===== src/rtl/barcode_pkg.sv =====
// ----------------------------------------------------------------------------
// barcode_pkg
// Types and default constants for the bar-width measurement path.
//   bar_token_t   : one measured run (level, width in cycles, scan-closing flag)
//   meter_state_t : measurement FSM states
//   *_DEF         : default parameter values for bar_width_meter / token_fifo
// ----------------------------------------------------------------------------
package barcode_pkg;

   localparam int CNT_W_DEF      = 16;
   localparam int DEBOUNCE_DEF   = 4;
   localparam int TIMEOUT_DEF    = 50000;
   localparam int FIFO_DEPTH_DEF = 4;

   typedef struct packed {
      logic                 level;
      logic [CNT_W_DEF-1:0] width;
      logic                 last;
   } bar_token_t;

   typedef enum logic {
      IDLE    = 1'b0,
      MEASURE = 1'b1
   } meter_state_t;

endpackage


===== src/rtl/token_fifo.sv =====
// ----------------------------------------------------------------------------
// token_fifo
// Synchronous show-ahead FIFO of packed tokens. DEPTH must be a power of two
// and at least 2.
//   clk, reset : clock, synchronous active-high reset (empties the FIFO)
//   push       : write push_data; accepted when not full, or when full and a
//                pop happens in the same cycle
//   full       : no free entry (before this cycle's pop)
//   pop        : remove the head entry (ignored when empty)
//   pop_data   : head entry, forced to zero while empty
//   empty      : no entries
// ----------------------------------------------------------------------------
module token_fifo
   import barcode_pkg::*;
#(
   parameter int  DEPTH = FIFO_DEPTH_DEF,
   parameter type T     = bar_token_t
) (
   input  logic clk,
   input  logic reset,
   input  logic push,
   input  T     push_data,
   output logic full,
   input  logic pop,
   output T     pop_data,
   output logic empty
);

   localparam int AW = (DEPTH > 1) ? $clog2(DEPTH) : 1;

   T            mem [DEPTH];
   logic [AW:0] wr_ptr;
   logic [AW:0] rd_ptr;
   logic        do_push;
   logic        do_pop;

   // Pointers carry one extra wrap bit so full and empty are distinguishable.
   assign empty   = (wr_ptr == rd_ptr);
   assign full    = (wr_ptr[AW] != rd_ptr[AW]) && (wr_ptr[AW-1:0] == rd_ptr[AW-1:0]);
   assign do_pop  = pop && !empty;
   // A slot freed by a same-cycle pop may be refilled immediately.
   assign do_push = push && (!full || do_pop);

   always_ff @(posedge clk) begin
      if (reset) begin
         wr_ptr <= '0;
         rd_ptr <= '0;
      end else begin
         if (do_push) wr_ptr <= wr_ptr + 1'b1;
         if (do_pop)  rd_ptr <= rd_ptr + 1'b1;
      end
   end

   // Storage carries no reset; the read port is masked while empty instead.
   always_ff @(posedge clk) begin
      if (do_push) mem[wr_ptr[AW-1:0]] <= push_data;
   end

   always_comb begin
      pop_data = '0;
      if (!empty) pop_data = mem[rd_ptr[AW-1:0]];
   end

endmodule


===== src/rtl/bar_width_meter.sv =====
// ----------------------------------------------------------------------------
// bar_width_meter
// Debounces the synchronized scanner level, measures the length of every bar
// (1) and space (0) in clock cycles, closes a scan after a long quiet space,
// and queues (level, width, last) tokens for the decoder.
//   clk, reset : clock, synchronous active-high reset
//   synced     : synchronized sensor level (1 = dark bar, 0 = light space)
//   enable     : measurement enable; low aborts any run in progress
//   tok_valid  : FIFO head valid
//   tok_ready  : consumer accepts head
//   tok_level  : level of the measured run
//   tok_width  : run length in cycles
//   tok_last   : token closes a scan (timeout)
//   overflow   : sticky, a token was dropped because the FIFO was full
//   busy       : measurement FSM is in MEASURE
//
// Handshake: a token transfers on every rising clk edge where tok_valid and
// tok_ready are both high. tok_valid never depends on tok_ready, and once
// tok_valid is high the tok_* fields stay stable until the transfer happens.
// ----------------------------------------------------------------------------
module bar_width_meter
   import barcode_pkg::*;
#(
   parameter int CNT_W      = CNT_W_DEF,
   parameter int DEBOUNCE   = DEBOUNCE_DEF,
   parameter int TIMEOUT    = TIMEOUT_DEF,
   parameter int FIFO_DEPTH = FIFO_DEPTH_DEF
) (
   input  logic             clk,
   input  logic             reset,
   input  logic             synced,
   input  logic             enable,
   output logic             tok_valid,
   input  logic             tok_ready,
   output logic             tok_level,
   output logic [CNT_W-1:0] tok_width,
   output logic             tok_last,
   output logic             overflow,
   output logic             busy
);

   localparam int               DEB_W    = (DEBOUNCE > 1) ? $clog2(DEBOUNCE) : 1;
   localparam logic [DEB_W-1:0] DEB_LAST = DEB_W'(DEBOUNCE - 1);
   localparam logic [CNT_W-1:0] TO_LAST  = CNT_W'(TIMEOUT - 1);
   localparam logic [CNT_W-1:0] TO_WIDTH = CNT_W'(TIMEOUT);
   localparam logic [CNT_W-1:0] CNT_ONE  = CNT_W'(1);

   typedef struct packed {
      logic             level;
      logic [CNT_W-1:0] width;
      logic             last;
   } tok_t;

   logic             lvl;
   logic [DEB_W-1:0] deb_cnt;
   meter_state_t     state;
   meter_state_t     state_next;
   logic [CNT_W-1:0] run_cnt;
   logic             run_level;
   logic             level_change;
   logic             timeout_hit;
   logic             push;
   tok_t             push_tok;
   logic             fifo_full;
   logic             fifo_empty;
   logic             pop;
   tok_t             head;

   // ---------------- debounce ----------------
   // lvl only follows synced after DEBOUNCE consecutive differing samples, so
   // rising and falling edges are delayed by the same amount and measured
   // widths equal the raw pulse widths.
   always_ff @(posedge clk) begin
      if (reset) begin
         lvl     <= 1'b0;
         deb_cnt <= '0;
      end else if (synced != lvl) begin
         if (deb_cnt == DEB_LAST) begin
            lvl     <= synced;
            deb_cnt <= '0;
         end else begin
            deb_cnt <= deb_cnt + 1'b1;
         end
      end else begin
         deb_cnt <= '0;
      end
   end

   // ---------------- measurement FSM ----------------
   // run_level remembers which level run_cnt is counting, so a level change
   // is seen as lvl != run_level.
   assign level_change = (lvl != run_level);
   // A space that has just reached TIMEOUT cycles ends the scan.
   assign timeout_hit  = !level_change && !run_level && (run_cnt == TO_LAST);

   always_ff @(posedge clk) begin
      if (reset) state <= IDLE;
      else       state <= state_next;
   end

   always_comb begin
      state_next = state;
      case (state)
         IDLE:    if (enable && lvl) state_next = MEASURE;
         MEASURE: if (!enable || timeout_hit) state_next = IDLE;
         default: state_next = IDLE;
      endcase
   end

   always_comb begin
      busy     = (state == MEASURE);
      push     = 1'b0;
      push_tok = '0;
      if (state == MEASURE && enable) begin
         if (level_change) begin
            push           = 1'b1;
            push_tok.level = run_level;
            push_tok.width = run_cnt;
         end else if (timeout_hit) begin
            push           = 1'b1;
            push_tok.level = 1'b0;
            push_tok.width = TO_WIDTH;
            push_tok.last  = 1'b1;
         end
      end
   end

   // Run-length counter: restarts at 1 on the first cycle of each run and
   // saturates rather than wrapping on very long bars.
   always_ff @(posedge clk) begin
      if (reset) begin
         run_cnt   <= '0;
         run_level <= 1'b0;
      end else begin
         case (state)
            IDLE: begin
               if (enable && lvl) begin
                  run_cnt   <= CNT_ONE;
                  run_level <= 1'b1;
               end else begin
                  run_cnt <= '0;
               end
            end
            MEASURE: begin
               if (!enable || timeout_hit) begin
                  run_cnt <= '0;
               end else if (level_change) begin
                  run_cnt   <= CNT_ONE;
                  run_level <= lvl;
               end else if (run_cnt != '1) begin
                  run_cnt <= run_cnt + 1'b1;
               end
            end
            default: run_cnt <= '0;
         endcase
      end
   end

   // ---------------- token buffer ----------------
   assign tok_valid = !fifo_empty;
   assign pop       = tok_valid && tok_ready;

   token_fifo #(
      .DEPTH (FIFO_DEPTH),
      .T     (tok_t)
   ) u_fifo (
      .clk       (clk),
      .reset     (reset),
      .push      (push),
      .push_data (push_tok),
      .full      (fifo_full),
      .pop       (pop),
      .pop_data  (head),
      .empty     (fifo_empty)
   );

   assign tok_level = head.level;
   assign tok_width = head.width;
   assign tok_last  = head.last;

   // A push is lost only when the FIFO is full and nothing leaves this cycle.
   always_ff @(posedge clk) begin
      if (reset)                          overflow <= 1'b0;
      else if (push && fifo_full && !pop) overflow <= 1'b1;
   end

endmodule


===== config.mk =====
export PLATFORM = sky130hd
export DESIGN_NAME = bar_width_meter
export DESIGN_NICKNAME = d
export VERILOG_FILES = /design/src/rtl/barcode_pkg.sv /design/src/rtl/token_fifo.sv /design/src/rtl/bar_width_meter.sv
export SDC_FILE = /design/constraint.sdc
export NUM_CORES = 1
export LEC_CHECK = 0
export BUFFER_PORTS_ARGS = -buffer_cell sky130_fd_sc_hd__buf_2
export CAP_MARGIN = 0
export CORE_ASPECT_RATIO = 0.6
export CORE_MARGIN = 5
export CORE_UTILIZATION = 60
export CTS_BUF_LIST = sky130_fd_sc_hd__clkbuf_8 sky130_fd_sc_hd__clkbuf_16
export DETAILED_ROUTE_END_ITERATION = 6
export GPL_TIMING_DRIVEN = 0
export PLACE_DENSITY = 0.79
export SLEW_MARGIN = 20
export SYNTH_ARGS = -nofsm -noshare
export SYNTH_HDL_FRONTEND = slang
export SYNTH_SLANG_ARGS = --single-unit

===== constraint.sdc =====
create_clock -name clk -period 5.5 [get_ports clk]
set_clock_uncertainty 0.2 [all_clocks]
set_input_delay 1.1 -clock clk [delete_from_list [all_inputs] [get_ports clk]]
set_output_delay 1.1 -clock clk [all_outputs]
set_load 0.1 [all_outputs]

== Word level (Yosys, flattened, before mapping) ==
Memories as Yosys holds them, arrays and structs flattened. A register that Yosys moved wholly into a read port is not among the register bits.
Index checks and enable logic that the tools add are counted.

* Add/sub/neg operators: 4
* Equal/unequal tests: 12
* Mux-type cells: 24
* Bitwise gates (word level): 2
* Reduce and logical (&&, ||, !) cells: 21

{| class="wikitable"
|+ Operator list
! cell !! count
|-
| two-way mux 16 bit || 3
|-
| two-way mux 18 bit || 2
|-
| two-way mux 17 bit || 2
|-
| one-hot mux 16 bit (2 select lines) || 1
|-
| adder 16 x 1 -> 16 bit (second input constant) || 1
|-
| == test 16 bit (second input constant) || 1
|-
| inequality test 16 bit (second input constant) || 1
|-
| two-way mux 1 bit || 12
|-
| logical AND 1 bit || 10
|-
| adder 3 x 1 -> 3 bit (second input constant) || 2
|-
| logical NOT 1 bit || 6
|-
| two-way mux 2 bit || 2
|-
| inequality test 2 bit (second input constant) || 2
|-
| inequality test 4 x 1 -> 1 bit (second input constant) || 1
|-
| one-hot mux 1 bit (2 select lines) || 2
|-
| == test 3 bit || 1
|-
| inequality test 1 bit || 3
|-
| AND reduction 3 bit || 1
|-
| OR reduction 3 bit || 1
|-
| adder 2 x 1 -> 2 bit (second input constant) || 1
|-
| == test 2 bit || 1
|-
| == test 2 bit (second input constant) || 1
|-
| logical OR 1 bit || 2
|-
| inequality test 2 x 1 -> 1 bit (second input constant) || 1
|-
| other kinds (2) || 3
|}

* Register bits after elaboration: 28
* Bits in writable memories: 72
* Input bits: 5
* Output and inout port bits: 21
* Logic and storage cells: 72
* Memories: 1

{| class="wikitable"
|+ Memories
! name !! words !! width !! rd ports !! clocked after memory_dff !! write ports !! line !! source
|-
| u_fifo.mem || 4 || 18 || 1 || 1 || 1 || token_fifo.sv:31 || <nowiki>T mem [DEPTH];</nowiki>
|}

== Longest topological paths before layout ==
* Depth in word-level cells: 10
* Mapped depth: 9

== Modules after synthesis ==
From an unflattened synthesis, not the netlist that was laid out.

* Cell total of the unflattened synthesis: 333
* Area total of the unflattened synthesis: 4,568.1 sq um

{| class="wikitable"
|+ By module, submodules not included
! module !! instances !! cells each !! area an instance (sq um)
|-
| token_fifo || 1 || 168 || 3,211.8
|-
| bar_width_meter || 1 || 165 || 1,356.3
|}

== Worst setup path before layout ==
No wires, ideal clock.

* Path kind: register to output
* From: register u_fifo.wr_ptr[0]
* To: output port tok_width[10]
* Arrival: 2.599 ns
* Slack: 1.601 ns
* Cell stages (with the launch flop): 5
* Path buffers: 1
* Cells stage by stage: dfxtp_1 xor2_1 or3b_1 clkbuf_1 and2_1

* Cells in the longest elaborated chain, start to end: 2

{| class="wikitable"
|+ RTL lines
! item !! line !! source
|-
| start, declared || token_fifo.sv:32 || <nowiki>logic [AW:0] wr_ptr;</nowiki>
|-
| start signal, assigned || token_fifo.sv:49 || <nowiki>if (do_push) wr_ptr <= wr_ptr + 1'b1;</nowiki>
|-
| == test 3 bit || token_fifo.sv:38 || <nowiki>assign empty = (wr_ptr == rd_ptr);</nowiki>
|-
| two-way mux 18 bit || token_fifo.sv:61 || <nowiki>if (!empty) pop_data = mem[rd_ptr[AW-1:0]];</nowiki>
|-
| end, declared || bar_width_meter.sv:36 || <nowiki>output logic [CNT_W-1:0] tok_width,</nowiki>
|}

Every way passes these cells.

==> reports/qor.csv <==
metric;value;unit
rows;24;
synthAdderAreaFrac;2.530;%
grt_use_total;19.24;%
power.density;286.2;nW/um^2
route.final.wire_length;8256;um
cts_tree;built;
cts_buffer_depth;2;
drtIter0Drc;362;
wl_per_cell;17.60;um
antenna_cells;0;
die_x;121.2;um
synth-xor-area-share;3.541;%
nets;374;
placed_cells;453;
antenna_left;0;
crit_fanout;10;
synth_cell_types;44;
fin_tns_setup;0;ns
fin_crit;3.756;ns
ys_ff_latch;102;
vias_per_cell;5.751;
period_share;68.30;%
drc_errors;0;
required;4.20;ns
avgSynthCellArea;13.74;um^2
status;finished, final reports clean;
cts_max_level;3;
p_seq_share;56.5;%
switching_share;20.93;%
hold_violations;0;
p_sw;0.3007;mW
finalSetupViolations;0;
slew_viol_final;0;
synth-edff-count;72;
placeableCoreArea;7237;um^2
numCtsBuffers;9;
maxCapViolCount;0;
place_congestion;0.8913;
synth_top_area_share;48.57;%
dr.pass1.iters;5;
ctsResizeCount;0;
port_buffers;24;
p_clk_share;42.9;%
num_io_pins;26;
synth.area.mux_share;10.03;%
stdcell_area;5019;um^2
syn-cell-area;4452;um^2
ir_drop;137.8;uV
cp_data_arrival_time;2.46;ns
ys_seq_area_share;62.06;%
clockRootBuffer;clkbuf_16;
synthToLayoutAreaGrowth;12.73;%
yosys.area_share.simple;14.84;%
yosys_warnings;0;
die_area;9298;um^2
dp_hpwl;5693;um
finish.utilization;69.35;%
hold_path_class;reg2reg;
synth_fp_nets;338;
fmax;266.2;MHz
yosys.area.top_type;edfxtp_1;
synth_ff_type;edfxtp_1;
vias;2697;
fin_cells;469;
grt_pass1_vias;2544;
layout-drive-gt1-share;20.27;%
syn-instance-count;324;
slew_headroom;38.58;%
cts.clk_slew.worst_paths;0.07;ns
rsz0062_at_grt;false;
antenna_found_initial;0;
grt-ovfl-total;0;
synth-compound-area-share;4.300;%
p_leak;1.747;nW
clk_latency;0.35;ns
critPathKind;reg2out;
cts_hold_buf;0;
synth_area_leaders;edfxtp_1 (49%), dfxtp_1 (13%), mux4_2 (9.1%);
yosysMostFrequentCell;edfxtp_1;
fp.dieH;76.72;um
pwr-share-comb;0.6;%
initial_utilization;61.51;%
worst_pin_slew;0.9214;ns
numClockSinks;102;
start_kind;register;
p_int;1.136;mW
cts_setup_buffers;0;
synth_commonest_cells;edfxtp_1 (72), and2_1 (32), dfxtp_1 (30), nor2_1 (30), mux4_2 (18);
synth_top_family_by_area;simple AND/OR/NAND/NOR gates;
end_kind;primary output;
placedInstanceArea;4720;um^2
async_flop_share;0;%
grt_pass1_wl;13720;um
grt_max_degree;21;
## final cells by class
class / instances / area (um^2)
fillers: 492 / 2218
plain buffers: 16 / 71.32
clock buffers: 9 / 225.2
inverters: 13 / 48.80
flip-flops and latches: 102 / 2763
repair buffers: 25 / 131.4
multi-input cells: 193 / 1575
clock inverters: 7 / 73.82
well taps: 104 / 130.1
## layout by cell type (no fill, tap or decap), types with 2 or more instances in the layout
cell	Yosys	layout
edfxtp_1	72	72
buf_2	9	33
and2_1	32	32
nor2_1	30	30
dfxtp_1	30	30
mux4_2	18	18
a21oi_1	17	17
inv_1	13	13
xnor2_1	13	13
nand2_1	12	12
ha_1	9	9
clkbuf_16	0	9
clkbuf_1	6	6
xor2_1	5	5
nor3_1	5	5
nand4_1	5	5
nand3_1	4	4
a211oi_1	4	4
and4_1	3	3
and3_1	3	3
mux2i_1	3	3
inv_8	0	3
or3b_1	2	2
nor2b_1	2	2
nand3b_1	2	2
nand4b_1	2	2
o21ai_1	2	2
o21ai_0	2	2
or3_1	2	2
clkinvlp_4	0	2
## worst max-delay path, cell delays in order, from the launching register on
cell      delay, ns
dfxtp_1        0.31
buf_1          0.42
clkbuf_1       0.52
mux4_2         0.33
and2_1         0.12
buf_2          0.42
## metrics by stage
stage / power, mW / hold WS [ns] / worst slack, ns
floorplan: 0.8338 / 0.1974 / 1.601
global placement: 0.8370 / 0.2065 / 1.725
detailed placement: 0.8374 / 0.2301 / 1.887
CTS: 1.449 / 0.2381 / 1.697
global route: 1.486 / 0.2545 / 1.555
finish: 1.436 / 0.2337 / 1.744
## power groups by stage
stage	clock (mW)	combinational, mW	sequential (mW)
2_1_floorplan	0	0.00439	0.829
3_3_place_gp	0	0.00767	0.829
3_5_place_dp	0	0.00796	0.829
4_1_cts	0.629	0.00814	0.812
5_1_grt	0.665	0.00915	0.812
6_report	0.617	0.00801	0.812
## logic make-up (layout without fill, tap and decap cells)
family | Yosys count | count (layout)
muxes | 22 | 22
DFF | 102 | 102
buffers and inverters | 29 | 70
AOI/OAI and AO/OA | 30 | 30
and+or+nand+nor | 114 | 114
xor gates and xnor gates | 18 | 18
adders and majority gates | 9 | 9
## flip-flops by register name (all words and copies together) (netlist names), named ones only
name,cells
u_fifo.rd_ptr,3
u_fifo.wr_ptr,3
run_level,1
lvl,1
overflow,1
u_fifo.mem,72
deb_cnt,2
busy,1
run_cnt,16
## metal layers
| layer | up-vias | GRT usage, % | part of all wire [%] |
|---|---|---|---|
| met5 | - | 0 | 0 |
| met4 | 0 | 4.251 | 0.74 |
| met3 | 7 | 5.809 | 8.7 |
| met2 | 105 | 28.03 | 44 |
| met1 | 1322 | 28.74 | 46 |
| li1 | 1263 | - | - |
## worst paths after layout
check             slack [ns]        from  depth (start not counted)                end
setup / recovery        1.74    register                          5       tok_width[9]
hold / removal          0.23  deb_cnt[0]                          1         deb_cnt[0]
setup reg to reg        2.24         lvl                          9  u_fifo.mem[0][12]
hold reg to reg         0.23  deb_cnt[0]                          1         deb_cnt[0]
Note: power is estimated with default switching activity, not from simulation.
